==> src/rtl/mult_div_unit_if.sv <==
// Operand/result bundle between RegisterFile read ports and the HI/LO multiply/divide unit.
// The master drives operands and requests; the slave returns status and HI/LO.
interface mult_div_unit_if #(
    parameter int WIDTH = 32
);
    logic [WIDTH-1:0] BusA;
    logic [WIDTH-1:0] BusB;
    logic [2:0]       Op;
    logic             Start;
    logic             Busy;
    logic             Done;
    logic [WIDTH-1:0] Hi;
    logic [WIDTH-1:0] Lo;

    modport master (
        output BusA, BusB, Op, Start,
        input  Busy, Done, Hi, Lo
    );

    modport slave (
        input  BusA, BusB, Op, Start,
        output Busy, Done, Hi, Lo
    );
endinterface

==> src/rtl/mult_div_unit.sv <==
// Iterative MIPS HI/LO unit: shift-add multiply and restoring divide, one bit per cycle,
// with sign correction applied in a final FIX cycle before HI/LO are written.
module mult_div_unit #(
    parameter int WIDTH = 32
) (
    input  logic                  Clk,
    input  logic                  ResetL,
    mult_div_unit_if.slave        bus
);

    localparam int CNT_W = (WIDTH > 1) ? $clog2(WIDTH) : 1;

    localparam logic [2:0] OP_MULT  = 3'b000;
    localparam logic [2:0] OP_MULTU = 3'b001;
    localparam logic [2:0] OP_DIV   = 3'b010;
    localparam logic [2:0] OP_DIVU  = 3'b011;
    localparam logic [2:0] OP_MTHI  = 3'b100;
    localparam logic [2:0] OP_MTLO  = 3'b101;

    typedef enum logic [1:0] {
        S_IDLE = 2'd0,
        S_RUN  = 2'd1,
        S_FIX  = 2'd2
    } state_t;

    state_t             state_q, state_d;
    logic [CNT_W-1:0]   cnt_q, cnt_d;
    logic [WIDTH-1:0]   acc_q, acc_d;         // product upper half / partial remainder
    logic [WIDTH-1:0]   mq_q, mq_d;           // multiplier / dividend shifting into quotient
    logic [WIDTH-1:0]   opnd_q, opnd_d;       // multiplicand / divisor magnitude
    logic [WIDTH-1:0]   dvd_raw_q, dvd_raw_d;
    logic               is_div_q, is_div_d;
    logic               neg_lo_q, neg_lo_d;
    logic               neg_hi_q, neg_hi_d;
    logic               div0_q, div0_d;
    logic [WIDTH-1:0]   hi_q, hi_d;
    logic [WIDTH-1:0]   lo_q, lo_d;
    logic               done_q, done_d;
    logic               busy;

    logic               accept;
    logic               a_neg, b_neg;
    logic [WIDTH-1:0]   a_mag, b_mag;
    logic [WIDTH:0]     mul_sum;
    logic [WIDTH:0]     rem_sh;
    logic [2*WIDTH-1:0] prod;

    function automatic logic [WIDTH-1:0] cond_neg(input logic [WIDTH-1:0] v, input logic neg);
        return neg ? (~v + 1'b1) : v;
    endfunction

    function automatic logic [2*WIDTH-1:0] cond_neg2(input logic [2*WIDTH-1:0] v, input logic neg);
        return neg ? (~v + 1'b1) : v;
    endfunction

    // State register and all datapath flops
    always_ff @(posedge Clk or negedge ResetL) begin
        if (!ResetL) begin
            state_q   <= S_IDLE;
            cnt_q     <= '0;
            acc_q     <= '0;
            mq_q      <= '0;
            opnd_q    <= '0;
            dvd_raw_q <= '0;
            is_div_q  <= 1'b0;
            neg_lo_q  <= 1'b0;
            neg_hi_q  <= 1'b0;
            div0_q    <= 1'b0;
            hi_q      <= '0;
            lo_q      <= '0;
            done_q    <= 1'b0;
        end else begin
            state_q   <= state_d;
            cnt_q     <= cnt_d;
            acc_q     <= acc_d;
            mq_q      <= mq_d;
            opnd_q    <= opnd_d;
            dvd_raw_q <= dvd_raw_d;
            is_div_q  <= is_div_d;
            neg_lo_q  <= neg_lo_d;
            neg_hi_q  <= neg_hi_d;
            div0_q    <= div0_d;
            hi_q      <= hi_d;
            lo_q      <= lo_d;
            done_q    <= done_d;
        end
    end

    assign accept = (state_q == S_IDLE) && bus.Start && !bus.Op[2];

    // Next-state logic
    always_comb begin
        state_d = state_q;
        case (state_q)
            S_IDLE:  if (accept) state_d = S_RUN;
            S_RUN:   if (cnt_q == CNT_W'(WIDTH - 1)) state_d = S_FIX;
            S_FIX:   state_d = S_IDLE;
            default: state_d = S_IDLE;
        endcase
    end

    // Output logic
    always_comb begin
        busy = (state_q != S_IDLE);
    end

    // Datapath: operand capture, one iteration per RUN cycle, result fix-up
    always_comb begin
        cnt_d     = cnt_q;
        acc_d     = acc_q;
        mq_d      = mq_q;
        opnd_d    = opnd_q;
        dvd_raw_d = dvd_raw_q;
        is_div_d  = is_div_q;
        neg_lo_d  = neg_lo_q;
        neg_hi_d  = neg_hi_q;
        div0_d    = div0_q;
        hi_d      = hi_q;
        lo_d      = lo_q;
        done_d    = 1'b0;

        a_neg   = !bus.Op[0] && bus.BusA[WIDTH-1];
        b_neg   = !bus.Op[0] && bus.BusB[WIDTH-1];
        a_mag   = cond_neg(bus.BusA, a_neg);
        b_mag   = cond_neg(bus.BusB, b_neg);
        mul_sum = {1'b0, acc_q} + (mq_q[0] ? {1'b0, opnd_q} : '0);
        rem_sh  = {acc_q, mq_q[WIDTH-1]};
        prod    = cond_neg2({acc_q, mq_q}, neg_lo_q);

        case (state_q)
            S_IDLE: begin
                if (bus.Start) begin
                    case (bus.Op)
                        OP_MULT, OP_MULTU, OP_DIV, OP_DIVU: begin
                            cnt_d     = '0;
                            acc_d     = '0;
                            mq_d      = a_mag;
                            opnd_d    = b_mag;
                            dvd_raw_d = bus.BusA;
                            is_div_d  = bus.Op[1];
                            neg_lo_d  = a_neg ^ b_neg;
                            neg_hi_d  = a_neg;
                            div0_d    = (bus.BusB == '0);
                        end
                        OP_MTHI: hi_d = bus.BusA;
                        OP_MTLO: lo_d = bus.BusA;
                        default: ;
                    endcase
                end
            end
            S_RUN: begin
                cnt_d = cnt_q + 1'b1;
                if (is_div_q) begin
                    // Restoring step: keep the subtraction only when it does not underflow
                    if (rem_sh >= {1'b0, opnd_q}) begin
                        acc_d = WIDTH'(rem_sh - {1'b0, opnd_q});
                        mq_d  = {mq_q[WIDTH-2:0], 1'b1};
                    end else begin
                        acc_d = rem_sh[WIDTH-1:0];
                        mq_d  = {mq_q[WIDTH-2:0], 1'b0};
                    end
                end else begin
                    acc_d = mul_sum[WIDTH:1];
                    mq_d  = {mul_sum[0], mq_q[WIDTH-1:1]};
                end
            end
            S_FIX: begin
                done_d = 1'b1;
                if (is_div_q) begin
                    if (div0_q) begin
                        lo_d = '1;
                        hi_d = dvd_raw_q;
                    end else begin
                        lo_d = cond_neg(mq_q, neg_lo_q);
                        hi_d = cond_neg(acc_q, neg_hi_q);
                    end
                end else begin
                    hi_d = prod[2*WIDTH-1:WIDTH];
                    lo_d = prod[WIDTH-1:0];
                end
            end
            default: ;
        endcase
    end

    assign bus.Busy = busy;
    assign bus.Done = done_q;
    assign bus.Hi   = hi_q;
    assign bus.Lo   = lo_q;

endmodule

==> src/flat_wrapper.sv <==
// flat-port wrapper written by rule: the top's interface ports become plain ports
module mult_div_unit_flat 
#(
    parameter int WIDTH = 32
)
  (Clk, ResetL, bus_BusA, bus_BusB, bus_Op, bus_Start, bus_Busy, bus_Done, bus_Hi, bus_Lo);
  mult_div_unit_if #(.WIDTH(WIDTH)) bus_i ();
  input  logic Clk;
  input  logic ResetL;
  input wire logic [$bits(bus_i.BusA)-1:0] bus_BusA;
  input wire logic [$bits(bus_i.BusB)-1:0] bus_BusB;
  input wire logic [$bits(bus_i.Op)-1:0] bus_Op;
  input wire logic [$bits(bus_i.Start)-1:0] bus_Start;
  output wire logic [$bits(bus_i.Busy)-1:0] bus_Busy;
  output wire logic [$bits(bus_i.Done)-1:0] bus_Done;
  output wire logic [$bits(bus_i.Hi)-1:0] bus_Hi;
  output wire logic [$bits(bus_i.Lo)-1:0] bus_Lo;
  assign bus_i.BusA = bus_BusA;
  assign bus_i.BusB = bus_BusB;
  assign bus_i.Op = bus_Op;
  assign bus_i.Start = bus_Start;
  assign bus_Busy = bus_i.Busy;
  assign bus_Done = bus_i.Done;
  assign bus_Hi = bus_i.Hi;
  assign bus_Lo = bus_i.Lo;
  mult_div_unit #(.WIDTH(WIDTH)) u_core (.Clk(Clk), .ResetL(ResetL), .bus(bus_i));
endmodule
==> config.mk <==
export PLATFORM = sky130hd
export DESIGN_NAME = mult_div_unit_flat
export DESIGN_NICKNAME = d
export VERILOG_FILES = /design/src/rtl/mult_div_unit_if.sv /design/src/rtl/mult_div_unit.sv /design/src/flat_wrapper.sv
export SDC_FILE = /design/constraint.sdc
export NUM_CORES = 1
export LEC_CHECK = 0
export BUFFER_PORTS_ARGS = -buffer_cell sky130_fd_sc_hd__buf_2
export CAP_MARGIN = 5
export CORE_MARGIN = 3
export CORE_UTILIZATION = 68
export CTS_BUF_LIST = sky130_fd_sc_hd__clkbuf_8
export DETAILED_ROUTE_END_ITERATION = 8
export PLACE_DENSITY_LB_ADDON = 0.05
export REMOVE_ABC_BUFFERS = 1
export SYNTH_ARGS = -nofsm -noshare
export SYNTH_HDL_FRONTEND = slang
export SYNTH_SLANG_ARGS = --single-unit
==> constraint.sdc <==
create_clock -name Clk -period 8.7 [get_ports Clk]
set_input_delay 0.435 -clock Clk [delete_from_list [all_inputs] [get_ports Clk]]
set_output_delay 0.435 -clock Clk [all_outputs]
set_load 0.1 [all_outputs]
# == Word-level counts from Yosys, hierarchy flattened ==
# Index checks and enable logic that the tools add are counted.
# Widths: inputs -> output; s select.
# totals
elab_cells,93
output_inout_bits,66
ff_bits,204
inputBits,70
# op_classes
reduce_logical,18
addsub,8
muxes,33
eq_ne,14
n_lt_le_gt_ge,1
bitwise_logic,6
# op_table
operator,count
$mux 32,20
$pmux 32 s2,4
$add 32x1->32 const B,4
$not 32->32,4
$add 64x1->64 const B,1
$mux 64,1
$not 64->64,1
$add 32x32->33,1
$ge 33x32->1,1
$logic_not 32->1,1
$sub 32x32->32,1
$reduce_and 3->1,4
$mux 5,2
$pmux 5 s2,1
$ne 2x2->1 const B,4
$eq 3x2->1 const B,2
$eq 3x3->1 const B,2
$reduce_bool 2->1,3
$add 5x1->5 const B,1
$eq 5x5->1 const B,1
$logic_and 1x1->1,4
$mux 2,2
$ne 2x1->1 const B,2
$pmux 2 s2,1
other kinds (10),12

# == Logic depth before layout (Yosys ltp) ==
# Gate-level depths: netlist of run 1.
# logic_depth
ltp_word,6
ltp_mapped,14

# == Worst setup path before layout of run 1 ==
# Ideal clock, no wire load.
# synth_timing
path_kind,flip-flop to flip-flop
startpoint,register u_core.mq_q[0]
endpoint,register u_core.acc_q[29]
n_path_buf,1
path_stages_with_launch,14
arrival_time_ns,3.183
setup_slack_ns,5.388
required_time_ns,8.571
cell_sequence,dfrtp_1 -> inv_1 -> buf_1 -> nor2_1 -> ha_1 -> a21o_1 -> a21o_1 -> a21oi_1 -> o21ai_0 -> o41ai_1 -> o21ai_1 -> a311o_1 -> a32oi_1 -> o21ai_1
# synth_between
elab_chain_len,4
# synth_rtl
item,line_no,text
from (decl),mult_div_unit.sv:29,"logic [WIDTH-1:0] mq_q, mq_d;"
from (signal assigned),mult_div_unit.sv:76,mq_q <= mq_d;
$mux 32,mult_div_unit.sv:126,"mul_sum = {1'b0, acc_q} + (mq_q[0] ? {1'b0, opnd_q} : '0);"
$add 32x32->33,mult_div_unit.sv:126,
$mux 32,mult_div_unit.sv:153,if (is_div_q) begin
$pmux 32 s2,mult_div_unit.sv:130,case (state_q)
to (signal assigned),mult_div_unit.sv:61,acc_q <= '0;
to (signal assigned),mult_div_unit.sv:75,acc_q <= acc_d;
to (decl),mult_div_unit.sv:28,"logic [WIDTH-1:0] acc_q, acc_d;"
# No other way between the ends.
# A chain may end at the register's enable or synchronous reset.

# == Final worst setup path of run 1 ==
# layout_timing
startpoint,register u_core.mq_q[0]
endpoint,register u_core.acc_q[22]
# Same word-level chain as after synthesis.

==> results of run 1 <==
cells in the mapped netlist, drive strengths merged, types with 11 or more instances:
cell type	n	area [um^2]
a31oi	14	87.58
buf	22	96.33
xor2	59	516.8
o41ai	18	180.2
or2	14	87.58
nand2b	19	118.9
nor2b	11	68.82
o22ai	43	269.0
a22oi	21	157.7
nand4	13	102.6
nor3	31	171.4
xnor2	100	875.8
mux2i	62	620.6
a21oi	135	675.7
nand2	346	1301
nor4	23	198.9
dfrtp	204	5105
o211ai	22	165.2
o31ai	24	180.2
inv	60	225.2
nand3	34	170.2
or4	15	120.1
clkbuf	132	498.0
ha	70	875.8
o221ai	11	96.34
a211oi	20	150.1
o21bai	15	112.6
nor2	124	465.5
a21o	32	240.2
or3	24	155.1
o21ai	277	1390
worst register-to-register path, delay by kind of cell (launching register included):
family	cells	cell delay, ns
xor gates and xnor gates	1	0.17
DFF	1	0.47
AOI/OAI and AO/OA	8	2.19
and+or+nand+nor	1	0.13
buffers and inverters	2	0.54
adders and majority gates	1	0.40
final cells by class:
cell class                 instances  area, um^2  area share, %
timing repair buffer             158       859.6          4.827
multi-input combinational       1681       10470          58.79
inverter                          61       229.0          1.286
tap                              319       399.1          2.242
sequential                       204        5109          28.69
clock inverter                    18       107.6         0.6043
clock buffer                      46       633.1          3.556
through the flow:
| stage | std cells | setup WS, ns | instance area (um^2) | hold slack (ns) |
|---|---|---|---|---|
| 6_report | 2487 | 4.677 | 17810 | 0.1305 |
| 5_1_grt | 2487 | 4.379 | 17810 | 0.1641 |
| 4_1_cts | 2486 | 4.752 | 17800 | 0.1211 |
| 3_5_place_dp | 2421 | 4.786 | 17050 | 0.4421 |
| 3_3_place_gp | 2421 | 4.815 | 17050 | 0.4361 |
| 2_1_floorplan | 1946 | 4.096 | 15780 | 0.1394 |
cell families (layout without fill, tap and decap cells):
kind of cell	Yosys count	after routing	synth area share (%)
buf+inv	215	283	5.028
flops	204	204	31.18
xor+xnor	159	159	8.505
compound gates	695	695	26.04
simple gates	692	692	19.79
mux	63	63	3.859
fa+ha+maj	72	72	5.594
flip-flops by register name (all words and copies together) (netlist names):
register          count
u_core.is_div_q       1
u_core.acc_q         32
u_core.div0_q         1
u_core.dvd_raw_q     32
u_core.cnt_q          5
u_core.bus.Lo        32
u_core.opnd_q        32
u_core.state_q        2
u_core.mq_q          32
u_core.bus.Done       1
u_core.neg_hi_q       1
u_core.neg_lo_q       1
u_core.bus.Hi        32
how the worst max path moves through the flow:
stage	start	endpoint	slack (ns)	cells after the start
2_1_floorplan	u_core.is_div_q$_DFFE_PN0P_	u_core.bus.Hi[13]$_DFFE_PN0P_	4.10	7
3_3_place_gp	u_core.mq_q[0]$_DFFE_PN0P_	u_core.acc_q[22]$_DFFE_PN0P_	4.82	13
3_5_place_dp	u_core.mq_q[0]$_DFFE_PN0P_	u_core.acc_q[22]$_DFFE_PN0P_	4.79	13
4_1_cts	u_core.mq_q[0]$_DFFE_PN0P_	u_core.acc_q[22]$_DFFE_PN0P_	4.75	13
5_1_grt	u_core.mq_q[0]$_DFFE_PN0P_	u_core.acc_q[31]$_DFFE_PN0P_	4.38	14
6_report	u_core.mq_q[0]$_DFFE_PN0P_	u_core.acc_q[22]$_DFFE_PN0P_	4.68	13
metal layers:
| layer | track usage, % | part of all wire (%) | vias up |
|---|---|---|---|
| met1 | 50.65 | 37 | 7830 |
| met2 | 65.74 | 46 | 1118 |
| met5 | 0 | 0 | - |
| met4 | 21.43 | 5.8 | 0 |
| li1 | - | - | 7644 |
| met3 | 7.592 | 11 | 263 |
==> flow_summary.ini, run 1 <==
[critical_path]
crit_buf_inv = 2
reg2reg_depth = 13
critical_path_class = register to register
critPathRequiredTime_ns = 9.11
crit_path_end_kind = register
cpPeakStageDelay_ns = 0.47
reg2reg_from = u_core.mq_q[0]$_DFFE_PN0P_
critPathArrivalTime_ns = 4.43
crit_fanout = 30
cp_top_family = compound AO/OA/AOI/OAI gates
reg2reg_to = u_core.acc_q[22]$_DFFE_PN0P_
crit_chain = inv_1, buf_4, nor2_1, ha_1, a21oi_1, o21ai_0, a211o_1, o31ai_1, a21oi_1, a31oi_1, xor2_1, a21oi_1, a22o_1
cp_common_cell = a21oi_1
cp-start-kind = register
r2r_setup_slack_ns = 4.68
cpMaxStageDelayCell = dfrtp_1

[job]
cap_violations = 0

[final_layout]
area_delta_synth_final_pct = 8.750
nFillCells = 1796
antenna_cells = 0
nNetsFinal = 2285
final_common_cell = nand2_1
utilization_pct = 75.63
final_cell_mix = nand2_1, o21ai_0, dfrtp_1, a21oi_1, buf_2
drive_above_1_share_pct = 11.35

[global_route]
antenna_found_initial = 0
grt_use_total_pct = 40.15
grt_first_pass_wirelength_um = 84750
gr-total-overflow = 0
grt_max_degree = 77
grt_pass1_vias = 16155

[drt]
dr_total_vias = 16855
drc = 0
wl_um = 53260
routed_via_density = 6.777
post_drt_wl_per_cell_um = 21.41
ant_nets = 0
drt_pre_antenna_iters = 7
drt-initial-drc-count = 2368

[hold_path]
hp-class = input port to register
worstHoldPathCells = 3
hp-start = bus_Op[1]
holdPathEnd = u_core.is_div_q$_DFFE_PN0P_

[sta]
rsz0062_at_grt = false
worst_pin_slew_ns = 1.140
period_minus_slack_ns = 4.023
timing.fmax_mhz = 248.6
max_slew_margin_pct = 23.82
setup_viol = 0
tns_ns = 0
fin_crit_sh_pct = 46.24
drv_slew = 0
worst_clock_skew_ns = 0.02629
hold_viol = 0

[clock_network]
cts_hold_buf = 1
clk_pin_slew_ns = 0.06
cts_sinks = 204
htree_levels = 2
postCtsResizedCells = 0
worst_skew_pair.late_latency_ns = 0.55
clockBufferDepth = 3
cts_buffers = 37
postCtsSetupBuffers = 0
cts_tree = done
ctsRootBufferMaster = clkbuf_8

[floorplanning]
pin_count = 136
start_util_pct = 69.55
dieArea_um2 = 25980
core_um2 = 23540
rows = 56
die_h_um = 161.2
die_w_um = 161.2

[placement]
dp_hpwl_um = 37590
io_buffers = 135
routabilityCongestion = 1.063

[logic_synthesis]
synthArstFlopShare_pct = 100.0
ys.flop_type = dfrtp_1
seq_area_frac_synth_pct = 31.18
synth_warnings = 0
avgSynthCellArea_um2 = 7.797
synth_enable_flop_cells = 0
netlist_area_um2 = 16370
ys_types = 79
syn_inst = 2100
ys_ff_latch = 204

[run_status]
status = finished clean
Power of run 1 is left out: the tool's default activity adds up to more than one toggle a clock period on the data nets, which glitch-free logic cannot reach.
==> run 2, diff against run 1 <==
--- a/config.mk
+++ b/config.mk
@@ -8,7 +8,7 @@
 export BUFFER_PORTS_ARGS = -buffer_cell sky130_fd_sc_hd__buf_2
 export CAP_MARGIN = 5
 export CORE_MARGIN = 3
-export CORE_UTILIZATION = 68
+export CORE_UTILIZATION = 57
 export CTS_BUF_LIST = sky130_fd_sc_hd__clkbuf_8
 export DETAILED_ROUTE_END_ITERATION = 8
 export PLACE_DENSITY_LB_ADDON = 0.05
==> constraint.sdc (replaced) <==
create_clock -name Clk -period 3.4 [get_ports Clk]
set_input_delay 0.17 -clock Clk [delete_from_list [all_inputs] [get_ports Clk]]
set_output_delay 0.17 -clock Clk [all_outputs]
set_load 0.1 [all_outputs]
==> flow_summary.ini, run 2 (synthesis gave the netlist of run 1 again) <==
[global_route]
grt_pass1_vias = 16550
gr-total-overflow = 0
grt_use_total_pct = 35.84
antenna_found_initial = 1
grt_first_pass_wirelength_um = 88950
busiest_layer = met2
grt_max_degree = 102
grtUsageMet1_pct = 45.73
gr-usage-met3_pct = 4.950
use_met2_pct = 61.47

[sta]
period_minus_slack_ns = 3.266
worst_clock_skew_ns = 0.02480
max_slew_margin_pct = 35.47
worst_pin_slew_ns = 0.9680
drv_slew = 0
fin_crit_sh_pct = 96.05
timing.fmax_mhz = 306.2
setup_viol = 0
hold_viol = 0

[drt]
dr_total_vias = 17069
routed_via_density = 6.259
drc = 0
ant_nets = 0
post_drt_wl_per_cell_um = 20.65
drt_pre_antenna_iters = 6
drt-initial-drc-count = 1793
wl_um = 56300

[pwr]
p_leak_nw = 8.791
seqPwrFrac_pct = 20.4
power_density_nw_per_um2 = 1201
internal-power_w = 0.01088
p_sw_share_pct = 53.50
clkPwrFrac_pct = 9.9
ir_worst_vdd_v = 0.0005855
comb_power_share_pct = 69.7
p_total_w = 0.02340
switching_power_w = 0.01252

[critical_path]
crit_path_end_kind = register
r2r_setup_slack_ns = 0.13
critical_path_class = register to register
critPathArrivalTime_ns = 3.69
cp-start-kind = register
crit_fanout = 3
reg2reg_depth = 12
critPathRequiredTime_ns = 3.82

[final_layout]
nNetsFinal = 2466
final_cell_mix = nand2_1, o21ai_0, dfrtp_1, a21oi_1, buf_2
nFillCells = 2351
multi_input_area_um2 = 10530
seq_area_um2 = 5110
final_common_cell = nand2_1
utilization_pct = 69.58
antenna_cells = 0
area_delta_synth_final_pct = 19.04
layout.cells.non_filler = 2727
drive_above_1_share_pct = 15.75

[clock_network]
cts_buffers = 38
ctsRootBufferMaster = clkbuf_8
clk_pin_slew_ns = 0.06
cts_tree = done
htree_levels = 2
cts_sinks = 204
clockBufferDepth = 3
worst_skew_pair.late_latency_ns = 0.56

[floorplanning]
core_um2 = 28010
pin_count = 136
rows = 61
die_h_um = 175.5
die_w_um = 175.5
dieArea_um2 = 30800
start_util_pct = 58.45

[placement]
io_buffers = 135
routabilityCongestion = 0.9905
dp_hpwl_um = 40140
dpl.cell_count = 2594

[hold_path]
worstHoldPathCells = 3
hp-class = input port to register

[job]
cap_violations = 0

[run_status]
status = finished clean
[run 2: cell type report]
| class | count | share of cell area (%) |
|---|---|---|
| multi-input cells | 1681 | 54.02 |
| clock inverters | 21 | 0.4879 |
| well taps | 378 | 2.427 |
| repair buffers | 338 | 12.56 |
| flip-flops and latches | 204 | 26.22 |
| inverters | 61 | 1.175 |
| clock buffers | 44 | 3.107 |
[run 2: path summary, 6_finish.rpt]
check,endpoint,from
worst max-delay path,u_core.acc_q[22]$_DFFE_PN0P_,u_core.mq_q[31]$_DFFE_PN0P_
worst min-delay path,u_core.bus.Lo[1]$_DFFE_PN0P_,bus_BusA[1]
worst max register to register,u_core.acc_q[22]$_DFFE_PN0P_,u_core.mq_q[31]$_DFFE_PN0P_
worst min register to register,u_core.bus.Lo[15]$_DFFE_PN0P_,u_core.bus.Lo[15]$_DFFE_PN0P_
max in group asynchronous,u_core.opnd_q[27]$_DFFE_PN0P_,ResetL
min in group asynchronous,u_core.bus.Lo[13]$_DFFE_PN0P_,ResetL
[run 2: worst max-delay path, stage by stage, from the launching register on]
cell	delay, ns
dfrtp_1	0.38
inv_2	0.10
ha_1	0.18
inv_1	0.06
fa_1	0.39
a21o_1	0.21
a221o_1	0.39
a22o_1	0.25
or3b_1	0.44
a31oi_2	0.22
xnor2_1	0.18
o211ai_1	0.12
a22o_1	0.23
[run 2: power by group through the flow]
stage	clock, W	sequential (W)	combinational, W
global placement	0	0.00470	0.0156
CTS	0.00234	0.00471	0.0160
finish	0.00231	0.00477	0.0163
detailed placement	0	0.00474	0.0158
floorplan	0	0.00677	0.00900
global route	0.00245	0.00489	0.0177
[run 2: layer usage]
metal | share of wire, % | vias to the layer above
li1 | - | 7995
met1 | 40 | 8087
met2 | 48 | 803
met3 | 7.8 | 182
met4 | 4.3 | 2
met5 | 0.023 | -
[run 2: per-stage QoR]
stage	area, um^2	hold slack [ns]	setup TNS [ns]	worst slack, ns
floorplan	15780	-0.1256	-88.83	-1.204
global placement	18050	0.2192	0	0.01638
detailed placement	18050	0.2263	-0.04765	-0.04765
CTS	19420	0.05037	0	0.01578
global route	19490	0.07119	-0.01686	-0.01276
finish	19490	0.06919	0	0.1342
[run 2: timing repair]
action,CTS,global route
gates resized for setup,2,15
buffers inserted,0,2
setup endpoints to repair,2,16
hold buffers,66,0
endpoints found under the hold margin,147,0
pin swaps,0,5
Power figures use the tool's default switching activity.
